<file path="src/rtl/cache_pkg.sv">
// Shared types and defaults for the cache bus arbiter.
package cache_pkg;

    localparam int BCNT_WIDTH_DEF = 8;
    localparam int NUM_REQ        = 2;

    typedef enum logic [1:0] {
        IDLE,
        WR_BURST,
        RD_CMD,
        RD_DATA
    } arb_state_e;

endpackage

</file>
<file path="src/rtl/cache_arb_beat_cnt.sv">
// Burst beat counter: loadable length, increment, last-beat flag, synchronous clear.
module cache_arb_beat_cnt #(
    parameter int W = 8
) (
    input  logic         clk,
    input  logic         srst,
    input  logic         load,
    input  logic [W-1:0] len_in,
    input  logic         inc,
    input  logic         clr,
    output logic [W-1:0] cnt,
    output logic         last
);

    logic [W-1:0] len_reg;
    logic [W-1:0] cnt_reg;

    always_ff @(posedge clk) begin
        if (srst) begin
            len_reg <= W'(1);
            cnt_reg <= '0;
        end else if (load) begin
            len_reg <= len_in;
            cnt_reg <= '0;
        end else if (clr) begin
            cnt_reg <= '0;
        end else if (inc) begin
            cnt_reg <= cnt_reg + W'(1);
        end
    end

    assign cnt  = cnt_reg;
    assign last = (cnt_reg == len_reg - W'(1));

endmodule

</file>
<file path="src/rtl/cache_bus_arb.sv">
// Two-requester Avalon burst arbiter; the grant is held for a whole burst.
// Define CACHE_ARB_RR_EN for round-robin tie-break, otherwise s0 always wins ties.
module cache_bus_arb
    import cache_pkg::*;
#(
    parameter int ADDR_WIDTH = 32,
    parameter int DATA_WIDTH = 32,
    parameter int BCNT_WIDTH = BCNT_WIDTH_DEF
) (
    input  logic                    clk,
    input  logic                    rest,
    input  logic [ADDR_WIDTH-1:0]   s0_address,
    input  logic [DATA_WIDTH/8-1:0] s0_byteEnable,
    input  logic                    s0_read,
    input  logic                    s0_write,
    input  logic [DATA_WIDTH-1:0]   s0_writeData,
    input  logic                    s0_beginBurstTransfer,
    input  logic [BCNT_WIDTH-1:0]   s0_burstCount,
    output logic                    s0_waitRequest,
    output logic [DATA_WIDTH-1:0]   s0_readData,
    output logic                    s0_readDataValid,
    input  logic [ADDR_WIDTH-1:0]   s1_address,
    input  logic [DATA_WIDTH/8-1:0] s1_byteEnable,
    input  logic                    s1_read,
    input  logic                    s1_write,
    input  logic [DATA_WIDTH-1:0]   s1_writeData,
    input  logic                    s1_beginBurstTransfer,
    input  logic [BCNT_WIDTH-1:0]   s1_burstCount,
    output logic                    s1_waitRequest,
    output logic [DATA_WIDTH-1:0]   s1_readData,
    output logic                    s1_readDataValid,
    output logic [ADDR_WIDTH-1:0]   m0_address,
    output logic [DATA_WIDTH/8-1:0] m0_byteEnable,
    output logic                    m0_read,
    output logic                    m0_write,
    output logic [DATA_WIDTH-1:0]   m0_writeData,
    output logic                    m0_beginBurstTransfer,
    output logic [BCNT_WIDTH-1:0]   m0_burstCount,
    input  logic                    m0_waitRequest,
    input  logic [DATA_WIDTH-1:0]   m0_readData,
    input  logic                    m0_readDataValid
);

    logic [ADDR_WIDTH-1:0]   s_address [NUM_REQ];
    logic [DATA_WIDTH/8-1:0] s_byte_en [NUM_REQ];
    logic [DATA_WIDTH-1:0]   s_wdata   [NUM_REQ];
    logic [BCNT_WIDTH-1:0]   s_bcnt    [NUM_REQ];
    logic [NUM_REQ-1:0]      s_read, s_write, s_begin, req;
    logic [NUM_REQ-1:0]      wait_vec, rdv_vec;

    assign s_address = '{s0_address, s1_address};
    assign s_byte_en = '{s0_byteEnable, s1_byteEnable};
    assign s_wdata   = '{s0_writeData, s1_writeData};
    assign s_bcnt    = '{s0_burstCount, s1_burstCount};
    assign s_read    = {s1_read, s0_read};
    assign s_write   = {s1_write, s0_write};
    assign s_begin   = {s1_beginBurstTransfer, s0_beginBurstTransfer};

    arb_state_e state_reg, state_next;
    logic       owner_reg, owner_next;
    logic       pick;
    logic       cnt_load, cnt_inc, cnt_clr, cnt_last;
    logic       burst_done;
    logic       cmd_phase;
    logic [BCNT_WIDTH-1:0] cnt_val, load_len;

    assign cmd_phase = (state_reg == WR_BURST) || (state_reg == RD_CMD);

`ifdef CACHE_ARB_RR_EN
    logic rr_last_reg;

    always_ff @(posedge clk) begin
        if (rest) begin
            rr_last_reg <= 1'b1;
        end else if (burst_done) begin
            rr_last_reg <= owner_reg;
        end
    end

    assign pick = (req == 2'b11) ? ~rr_last_reg : ~req[0];
`else
    assign pick = ~req[0];
`endif

    assign load_len = (s_bcnt[pick] == '0) ? BCNT_WIDTH'(1) : s_bcnt[pick];

    always_ff @(posedge clk) begin
        if (rest) begin
            state_reg <= IDLE;
            owner_reg <= 1'b0;
        end else begin
            state_reg <= state_next;
            owner_reg <= owner_next;
        end
    end

    always_comb begin
        state_next = state_reg;
        owner_next = owner_reg;
        cnt_load   = 1'b0;
        cnt_inc    = 1'b0;
        cnt_clr    = 1'b0;
        burst_done = 1'b0;
        case (state_reg)
            IDLE: begin
                if (|req) begin
                    owner_next = pick;
                    cnt_load   = 1'b1;
                    // Write takes precedence when a requester raises both strobes.
                    state_next = s_write[pick] ? WR_BURST : RD_CMD;
                end
            end
            WR_BURST: begin
                if (m0_write && !m0_waitRequest) begin
                    cnt_inc = 1'b1;
                    if (cnt_last) begin
                        state_next = IDLE;
                        cnt_clr    = 1'b1;
                        burst_done = 1'b1;
                    end
                end
            end
            RD_CMD: begin
                if (m0_read && !m0_waitRequest) begin
                    state_next = RD_DATA;
                    cnt_clr    = 1'b1;
                end
            end
            RD_DATA: begin
                if (m0_readDataValid) begin
                    cnt_inc = 1'b1;
                    if (cnt_last) begin
                        state_next = IDLE;
                        cnt_clr    = 1'b1;
                        burst_done = 1'b1;
                    end
                end
            end
            default: state_next = IDLE;
        endcase
    end

    cache_arb_beat_cnt #(.W(BCNT_WIDTH)) u_beat_cnt (
        .clk    (clk),
        .srst   (rest),
        .load   (cnt_load),
        .len_in (load_len),
        .inc    (cnt_inc),
        .clr    (cnt_clr),
        .cnt    (cnt_val),
        .last   (cnt_last)
    );

    genvar gi;
    generate
        for (gi = 0; gi < NUM_REQ; gi++) begin : g_req
            assign req[gi]      = s_read[gi] | s_write[gi];
            assign wait_vec[gi] = (cmd_phase && (owner_reg == gi)) ? m0_waitRequest : 1'b1;
            assign rdv_vec[gi]  = (state_reg == RD_DATA) && (owner_reg == gi) && m0_readDataValid;
        end
    endgenerate

    assign s0_waitRequest   = wait_vec[0];
    assign s1_waitRequest   = wait_vec[1];
    assign s0_readDataValid = rdv_vec[0];
    assign s1_readDataValid = rdv_vec[1];
    assign s0_readData      = m0_readData;
    assign s1_readData      = m0_readData;

    always_comb begin
        m0_address            = '0;
        m0_byteEnable         = '0;
        m0_read               = 1'b0;
        m0_write              = 1'b0;
        m0_writeData          = '0;
        m0_beginBurstTransfer = 1'b0;
        m0_burstCount         = '0;
        if (cmd_phase) begin
            m0_address            = s_address[owner_reg];
            m0_byteEnable         = s_byte_en[owner_reg];
            m0_read               = s_read[owner_reg];
            m0_write              = s_write[owner_reg];
            m0_writeData          = s_wdata[owner_reg];
            m0_beginBurstTransfer = s_begin[owner_reg] && (cnt_val == '0);
            m0_burstCount         = s_bcnt[owner_reg];
        end
    end

endmodule

</file>
<file path="config.mk">
export PLATFORM = sky130hd
export DESIGN_NAME = cache_bus_arb
export DESIGN_NICKNAME = d
export VERILOG_FILES = /design/src/rtl/cache_pkg.sv /design/src/rtl/cache_arb_beat_cnt.sv /design/src/rtl/cache_bus_arb.sv
export SDC_FILE = /design/constraint.sdc
export NUM_CORES = 1
export LEC_CHECK = 0
export CAP_MARGIN = 20
export CORE_AREA = 2 2 132 134
export CTS_CLUSTER_DIAMETER = 50
export DETAILED_ROUTE_END_ITERATION = 16
export DIE_AREA = 0 0 134 136
export SYNTH_ARGS = -nofsm -noshare
export SYNTH_HDL_FRONTEND = slang
export SYNTH_HIERARCHICAL = 1
export SYNTH_SLANG_ARGS = --single-unit
</file>
<file path="constraint.sdc">
create_clock -name clk -period 2.6 [get_ports clk]
set_input_delay 0.39 -clock clk [delete_from_list [all_inputs] [get_ports clk]]
set_output_delay 0.39 -clock clk [all_outputs]
set_load 0.1 [all_outputs]
</file>
-- Yosys cells after proc, flatten, opt, wreduce, memory -nomap -nowiden
Cells that the tools add are included.
- add/subtract/negate cells: 2
- multiply operators: 0
- div/mod/pow operators: 0
- order comparisons: 4
- eq/ne operators: 8
- shifts and indexed selects: 0
- multiplexer cells: 50
- bitwise operators: 6
- reduce and logical (&&, ||, !) cells: 18
- operator list (operator ; count):
    2-to-1 mux 32 bit ; 8
    2-to-1 mux 8 bit ; 8
    2-to-1 mux 1 bit ; 21
    zero test 8 bit ; 2
    2-to-1 mux 4 bit ; 4
    2-to-1 mux 2 bit ; 6
    logical AND 1 bit ; 9
    adder 8 x 1 -> 8 bit (second input constant) ; 1
    == test 8 bit ; 1
    case mux 2 bit (4 select lines) ; 1
    subtractor 8 x 1 -> 8 bit (second input constant) ; 1
    == test 2 bit (second input constant) ; 2
    greater-or-equal comparator 2 bit (second input constant) ; 2
    less-than comparator 1 x 2 -> 1 bit (second input constant) ; 2
    inequality test 2 x 1 -> 1 bit (second input constant) ; 2
    inequality test 2 bit (second input constant) ; 2
    inverter 1 -> 2 bit ; 2
    AND reduction 4 bit ; 1
    case mux 1 bit (3 select lines) ; 1
    OR reduction 3 bit ; 1
    == test 2 x 1 -> 1 bit (second input constant) ; 1
    zero test 2 bit ; 1
    inverter 1 bit ; 2
    OR 1 bit ; 2
    other kinds (5) ; 5
- flip-flop bits (word level): 19
- latch bits: 0
- RAM bits: 0
- memory bits (read-only): 0
- output and inout port bits: 147
- word-level logic and storage cells: 92
- memories kept: 0

-- Depth between registers and ports, before layout
Gate-level depths: netlist of run 1.
- word-level depth: 8
- mapped depth: 11
- mapped depth without buffers: 10

-- Cells and area by module
Netlist of run 1, hierarchy kept.
- modules (own cells, without submodules) (module ; instances ; cells each ; area each (sq um) ; sequential area each (sq um)):
    cache_bus_arb ; 1 ; 302 ; 2326.0 ; 60.1
    cache_arb_beat_cnt ; 1 ; 96 ; 862.1 ; 320.3

-- Worst setup path after synthesis of run 1
OpenSTA, ideal clock, no wires.
- path type: reg2out
- from: register state_reg[1]
- to: output m0_address[20]
- data arrival time: 2584 ps
- required time: 2210 ps
- setup slack: -374 ps
- stages on the path, launching flop included: 6
- path through: dfxtp_1 > inv_1 > ha_1 > clkbuf_1 > clkbuf_1 > nor2b_1
- word-level cells in the longest chain between the ends: 3
- RTL lines (item ; RTL line ; RTL):
    start, declared ; cache_bus_arb.sv:59 ; arb_state_e state_reg, state_next;
    start signal, assigned ; cache_bus_arb.sv:92 ; state_reg <= state_next;
    == test 2 x 1 -> 1 bit or == test 2 bit (tied branches) ; cache_bus_arb.sv:67 ; assign cmd_phase = (state_reg == WR_BURST) || (state_reg == RD_CMD);
    logical OR 1 bit * ; cache_bus_arb.sv:67 ;
    2-to-1 mux 32 bit * ; cache_bus_arb.sv:178 ; if (cmd_phase) begin
    end, declared ; cache_bus_arb.sv:32 ; output logic [ADDR_WIDTH-1:0] m0_address,
Every way passes the cells marked *; elsewhere a longest branch is shown, timed or not.

-- Worst setup path after layout of run 1
- from: register u_beat_cnt.len_reg[1]
- to: register state_reg[0]
- word-level cells in the longest chain between the ends: 5
- RTL lines (item ; RTL line ; RTL):
    start, declared ; cache_arb_beat_cnt.sv:15 ; logic [W-1:0] len_reg;
    start signal, assigned ; cache_arb_beat_cnt.sv:23 ; len_reg <= len_in;
    subtractor 8 x 1 -> 8 bit * ; cache_arb_beat_cnt.sv:33 ; assign last = (cnt_reg == len_reg - W'(1));
    == test 8 bit * ; cache_arb_beat_cnt.sv:33 ;
    net cnt_last ; cache_bus_arb.sv:62 ; logic cnt_load, cnt_inc, cnt_clr, cnt_last;
    2-to-1 mux 2 bit * ; - ;
    2-to-1 mux 2 bit, on equally long branches ; - ;
    case mux 2 bit (4 select lines) * ; - ;
Mark *: on every way through the listed nets, which the timed path passes. The rest lies on a longest branch. The select of a mux whose other input is x is not followed.
A chain may end at the register's enable or synchronous reset.

==> results of run 1 <==
-- routing by layer --
| layer | track usage | routed length, um |
|---|---|---|
| met2 | 0.2524 | 7001 |
| met5 | 0 | 0 |
| met3 | 0.03468 | 972 |
| met1 | 0.1470 | 5050 |
| met4 | 0.01950 | 95 |
-- layout make-up --
cell class                      instances  area share
Inverter                               11    0.006340
Sequential cell                        19     0.05917
Tap cell                              225     0.04323
Multi-Input combinational cell        281      0.3668
Timing Repair Buffer                  249      0.5122
Clock inverter                          1   0.0007685
Clock buffer                            3     0.01153
-- worst min-delay path, delay by kind of cell, from the launching register on --
kind             cells  cell delay (ns)
flip-flops           1             0.34
multiplexers         1             0.06
AND/OR/NAND/NOR      1             0.07
-- per-stage QoR --
stage | total power [uW] | util | hold WS [ns] | setup TNS, ns
2_1_floorplan | 5961 | - | 0.4687 | 0
3_3_place_gp | 8238 | 0.3795 | 0.4856 | 0
3_5_place_dp | 8289 | 0.3795 | 0.5074 | -0.008418
4_1_cts | 8626 | 0.3843 | 0.5152 | 0
5_1_grt | 8859 | 0.3859 | 0.5461 | 0
6_report | 8587 | 0.3859 | 0.5239 | 0
-- timing repair --
| action | in CTS | in global routing |
|---|---|---|
| resized for setup | 0 | 5 |
| pin swaps | 1 | 2 |
| setup endpoints to repair | 1 | 10 |
| endpoints found under the hold margin | 0 | 0 |
-- Yosys cell counts, types with 2 or more instances --
library cell | number | area [um^2]
o21ai_0 | 5 | 25.02
xnor2_1 | 4 | 35.03
nor3_1 | 2 | 10.01
nor4_2 | 2 | 25.02
buf_4 | 66 | 495.5
nand4_1 | 4 | 25.02
xor2_1 | 12 | 105.1
and3_1 | 2 | 12.51
nand2_1 | 9 | 33.78
nand3b_1 | 2 | 15.01
clkbuf_1 | 9 | 33.78
mux2_2 | 6 | 67.56
or3_1 | 3 | 18.77
dfxtp_1 | 19 | 380.4
buf_6 | 2 | 22.52
inv_1 | 10 | 37.54
nor4_1 | 5 | 31.28
ha_1 | 6 | 75.07
nor2_1 | 21 | 78.83
buf_2 | 9 | 45.04
o21ai_1 | 2 | 10.01
nand2b_1 | 2 | 12.51
mux2i_1 | 89 | 890.9
nor2b_1 | 82 | 513.0
a21oi_1 | 5 | 25.02
-- layout by cell type (no fill, tap or decap), types with 6 or more instances in the layout --
| master | Yosys | layout |
|---|---|---|
| buf_12 | 0 | 85 |
| mux2i_1 | 89 | 89 |
| nor2b_2 | 0 | 78 |
| xor2_1 | 12 | 12 |
| inv_1 | 10 | 10 |
| mux2_2 | 6 | 6 |
| dfxtp_1 | 19 | 17 |
| nor2_1 | 21 | 21 |
| nand2_1 | 9 | 9 |
| clkdlybuf4s50_1 | 0 | 161 |
-- power by group --
group	switching, uW	internal [uW]	total (uW)
registers	70.3	341	412
logic	4910	2940	7860
clock network	111	206	317
-- how the worst max path moves through the flow --
stage	slack (ns)	startpoint	depth (start not counted)	to
final	0.20	u_beat_cnt/len_reg[1]	9	state_reg[0]
after CTS	0.004	u_beat_cnt/len_reg[0]	10	state_reg[0]
after floorplan	0.11	owner_reg	5	s1_readDataValid
after global placement	0.14	u_beat_cnt/len_reg[0]	10	state_reg[0]
after detailed placement	-0.008	u_beat_cnt/len_reg[0]	10	state_reg[0]
after global routing	0.03	u_beat_cnt/len_reg[1]	9	state_reg[0]
-- cells by family after synthesis --
logic type,count (synthesis)
AOI/OAI and AO/OA,21
xor gates and xnor gates,16
adders and majority gates,6
buffers and inverters,98
DFF,19
muxes,96
and+or+nand+nor,142
==> key figures, run 1 <==
Synth
  • EDFF count, synth: 0
  • Seq/Total Area, Yosys: 0.1193
  • Mapped Avg Cell Area: 8.010 um^2
  • Cell area after synthesis: 3188 um^2
  • Synth Register Bits: 19
  • Synth Area in Compound Gates: 0.04396
  • Async SR Flop Fraction: 0
  • Unique masters post-synth: 45
  • Post-synthesis mux area share: 0.3042
  • Adder-Cell Fraction of Synth Area: 0.02355
  • Synth Flop Type: dfxtp_1
  • Simple logic cell fraction of the synthesized area: 0.2633
  • Yosys warns: 6
  • Largest family of logic cells by synthesized area: multiplexers
  • Post-synth net total: 598
  • Post-synthesis instance total: 398
  • Synth Area in XOR/XNOR: 0.04396

STA
  • Min cycle time layout: 2.404 ns
  • Skew final: 0.002722 ns
  • Post-route setup slack: 0.1956 ns
  • Final Slew Violations: 0
  • RSZ-0062 raised after global routing: false
  • Final Hold Violating Endpoints: 0
  • Final Cycle Share: 0.9248
  • Slew @ Worst Pin: 0.5068 ns
  • Slew HR: 0.6590
  • Fmax: 0.4159 GHz
  • Final Setup Violations: 0

Critical path
  • R2R Path Start: u_beat_cnt/len_reg[1]
  • CP required: 2.74 ns
  • Top cell family by delay on the critical path: simple AND/OR/NAND/NOR gates
  • FF-to-FF End: state_reg[0]
  • Bufs and invs on worst path: 1
  • Reg2Reg Depth: 9
  • CP Max Fanout: 4
  • Largest stage delay, worst path: 0.41 ns
  • Slack of the worst reg-to-reg path: 0.20 ns
  • Worst path slowest cell: dfxtp_1
  • Worst Setup Start Kind: flip-flop
  • Kind of critical path: flip-flop to flip-flop
  • CP endpoint kind: flip-flop
  • CP cell instances: inv_1, ha_4, xor2_1, nand4_1, nor4_4, nand2_1, a221oi_2, nand3_2, mux2_1
  • WP data arrival: 2.54 ns

Power and ir drop
  • P_leak: 0.002399 uW
  • Max VDD drop: 610.9 uV
  • Pwr dens: 1319 nW/um^2

Worst hold path
  • Hold_sp: state_reg[1]
  • Hold path cells: 2
  • Worst hold endpoint: state_reg[1]
  • Class of the worst hold path: flip-flop to flip-flop

Floorplanning
  • Initial Util: 0.1889
  • Die Wd: 134 um
  • Die area: 18220 um^2
  • IO Count: 341
  • CORE AREA: 16880 um^2
  • Die H: 136 um
  • Row cnt: 48

Clocking
  • CTS clk-pin slew, worst paths: 0.05 ns
  • Clk root buf: clkbuf_16
  • Cts bufs inserted: 3
  • Clock Latency Late Sink: 0.25 ns
  • CTS sink cnt: 19
  • CTS max path bufs: 2
  • Hold buffers post-CTS: 0
  • CTS tree: done
  • # H-tree levels: 1
  • Setup bufs post-CTS: 0

Placed design
  • HPWL Detailed: 11.17 mm
  • Setup WS pre-CTS: -0.008418 ns
  • Cell Count Post-Placement: 785
  • Port Buffers: 244
  • Post-DP Area: 6405 um^2
  • Routability congestion estimate: 0.8204

Routing
  • DRT Pass-1 Iters: 7
  • # DRC: 0
  • Number of routed nets with antenna violations: 0
  • Wire per inst: 16.63 um
  • Drt first-iter violations: 72
  • Vias per cell: 4.248
  • Vias: 3352
  • Post-Route WL: 13.12 mm

Global routing
  • Grt ovf: 0
  • Vias in the first global route: 3501
  • Initial antenna violation count: 0
  • GRT Total Usage: 0.1313
  • First-pass GRT wire length: 19.06 mm
  • Largest net degree at the start of global routing: 80

Layout
  • Final net count: 765
  • Inserted Diodes: 0
  • Area Overhead vs Synth: 104.3%
  • Multi-input gate area: 2389 um^2
  • FILL cells: 1669
  • Post-Layout Inst Area: 6513 um^2
  • Finished Layout Cells: 789
  • Layout cells sized above 1: 0.3333
  • Register area: 385.4 um^2

Run
  • Max cap viols: 0

Run status
  • Outcome: complete, no violations
No activity file was read; power rests on OpenSTA's default activity.
==> inputs of run 2 (changes only) <==
- TNS_END_PERCENT: default -> 30
==> run 2 against run 1 <==
Against the previous run:
- combinational power down 2%
- critical endpoint unchanged
- final cell count up 0.38%
- maximum frequency down 4.4%
- first-iteration DRC count up 31%
- sequential share of layout area up 0.13 points
- highest routed layer is now met5
- non-clock buffer count up 3
==> key figures, run 2 (same netlist as run 1, synthesis figures left out) <==
Run status
  • Outcome: complete, no violations (unchanged)

Global routing
  • Grt ovf: 0 (unchanged)
  • GRT Total Usage: 0.1373 (was 0.1313)
  • Initial antenna violation count: 1 (was 0)
  • First-pass GRT wire length: 19.79 mm (was 19.06 mm)
  • Largest net degree at the start of global routing: 45 (was 80)
  • Vias in the first global route: 3455 (was 3501)

Critical path
  • R2R Path Start: u_beat_cnt/len_reg[0] (was u_beat_cnt/len_reg[1])
  • WP data arrival: 2.65 ns (was 2.54 ns)
  • Worst Setup Start Kind: flip-flop (unchanged)
  • FF-to-FF End: state_reg[0] (unchanged)
  • CP endpoint kind: flip-flop (unchanged)
  • Slack of the worst reg-to-reg path: 0.09 ns (was 0.20 ns)
  • Reg2Reg Depth: 10 (was 9)
  • CP Max Fanout: 5 (was 4)
  • Kind of critical path: flip-flop to flip-flop (unchanged)
  • CP required: 2.74 ns (about the same)

Clocking
  • CTS clk-pin slew, worst paths: 0.06 ns (was 0.05 ns)
  • Hold buffers post-CTS: 0 (unchanged)
  • CTS sink cnt: 19 (unchanged)
  • CTS max path bufs: 2 (unchanged)
  • Cts bufs inserted: 3 (unchanged)
  • CTS tree: done (unchanged)
  • # H-tree levels: 1 (unchanged)
  • Clock Latency Late Sink: 0.25 ns (about the same)
  • Clk root buf: clkbuf_16 (unchanged)

Routing
  • Wire per inst: 16.75 um (was 16.63 um)
  • # DRC: 0 (unchanged)
  • DRT Pass-1 Iters: 4 (was 7)
  • Vias per cell: 4.230 (was 4.248)
  • Drt first-iter violations: 94 (was 72)
  • Vias: 3350 (was 3352)
  • Number of routed nets with antenna violations: 0 (unchanged)
  • Post-Route WL: 13.27 mm (was 13.12 mm)

Worst hold path
  • Worst hold endpoint: state_reg[1] (unchanged)
  • Class of the worst hold path: flip-flop to flip-flop (unchanged)
  • Hold path cells: 2 (unchanged)
  • Hold_sp: state_reg[1] (unchanged)

Floorplanning
  • Die H: 136 um (unchanged)
  • Initial Util: 0.1889 (unchanged)
  • Die area: 18220 um^2 (unchanged)
  • Row cnt: 48 (unchanged)
  • Die Wd: 134 um (unchanged)
  • CORE AREA: 16880 um^2 (unchanged)
  • IO Count: 341 (unchanged)

Layout
  • Commonest non-fill, non-tap cells in the layout: 161 x clkdlybuf4s50_1, 89 x mux2i_1, 85 x buf_12, 59 x nor2b_1, 23 x nor2b_2 (was 161 x clkdlybuf4s50_1, 89 x mux2i_1, 85 x buf_12, 78 x nor2b_2, 21 x nor2_1)
  • Area Overhead vs Synth: 100.5% (was 104.3%)
  • FILL cells: 1615 (was 1669)
  • Core Util, Final: 0.3787 (was 0.3859)
  • Layout cells sized above 1: 0.2416 (was 0.3333)
  • Inserted Diodes: 0 (unchanged)
  • Commonest non-fill, non-tap cell in the layout: clkdlybuf4s50_1 (unchanged)
  • Final net count: 768 (was 765)

STA
  • Fmax: 0.3977 GHz (was 0.4159 GHz)
  • Slew @ Worst Pin: 0.6714 ns (was 0.5068 ns)
  • Final Cycle Share: 0.9671 (was 0.9248)
  • Final Slew Violations: 0 (unchanged)
  • Skew final: 0.004460 ns (was 0.002722 ns)
  • Final Setup Violations: 0 (unchanged)
  • Slew HR: 0.5483 (was 0.6590)
  • Hold_ws: 0.5115 ns (was 0.5239 ns)
  • Min cycle time layout: 2.514 ns (was 2.404 ns)
  • Final Hold Violating Endpoints: 0 (unchanged)

Power and ir drop
  • Pwr dens: 1326 nW/um^2 (was 1319 nW/um^2)
  • P_leak: 0.002388 uW (was 0.002399 uW)
  • Max VDD drop: 880.9 uV (was 610.9 uV)

Placed design
  • Port Buffers: 244 (unchanged)
  • Routability congestion estimate: 0.8200 (was 0.8204)
  • HPWL Detailed: 11.28 mm (was 11.17 mm)

Run
  • Max cap viols: 0 (unchanged)
## run 2: area by class of cell
type | instances | area [um^2] | share of cell area
repair buffers | 252 | 3358 | 0.5255
multi-input cells | 281 | 2242 | 0.3508
flip-flops and latches | 19 | 386.6 | 0.06049
well taps | 225 | 281.5 | 0.04405
clock buffers | 3 | 75.07 | 0.01175
inverters | 11 | 41.29 | 0.006460
clock inverters | 1 | 6.256 | 0.0009789
## run 2: stage by stage
stage                     worst slack [ns]  area [um^2]  total power [uW]  std cells  setup TNS, ns
final                              0.08560         6391              8475        792              0
after detailed placement           0.03701         6275              8156        786              0
after CTS                          0.02337         6365              8507        790              0
after global routing              -0.02490         6391              8745        792       -0.02490
after floorplan                    -0.1543         3246              5816        398         -8.469
after global placement              0.1462         6275              8088        786              0
## run 2: power by group
| group | internal (uW) | leakage (uW) | switching (uW) |
|---|---|---|---|
| combinational | 2830 | 0.00219 | 4920 |
| sequential | 342 | 0.000156 | 64.5 |
| clock | 208 | 0.0000414 | 116 |
## run 2: routing by layer
metal	vias up	global-route usage	wire length, um
li1	1623	-	-
met1	1555	0.1542	5063
met2	164	0.2604	6961
met3	6	0.04213	1171
met4	2	0.01714	53
met5	-	0	18
## run 2: how the worst max path moves through the flow
stage / end / cells after the start / start
4_1_cts: state_reg[0] / 10 / u_beat_cnt/len_reg[0]
5_1_grt: state_reg[0] / 10 / u_beat_cnt/len_reg[0]
3_3_place_gp: state_reg[0] / 10 / u_beat_cnt/len_reg[0]
2_1_floorplan: m0_burstCount[1] / 4 / state_reg[1]
6_report: state_reg[0] / 10 / u_beat_cnt/len_reg[0]
3_5_place_dp: state_reg[0] / 10 / u_beat_cnt/len_reg[0]
## run 2: worst max-delay path, stage by stage, from the launching register on
cell and delay [ns]:
dfxtp_2 0.34, inv_1 0.10, ha_2 0.25, inv_1 0.08, o31ai_1 0.22, nand4_1 0.19, nor4_4 0.38, nand2_1 0.13
a221oi_2 0.27, nand3_2 0.13, mux2_1 0.32
## run 2: repair_timing
action	4_1_cts	5_1_grt
pin swaps	1	2
gates cloned	0	0
gates resized for setup	1	5
setup endpoints to repair	1	9
buffers inserted	0	2
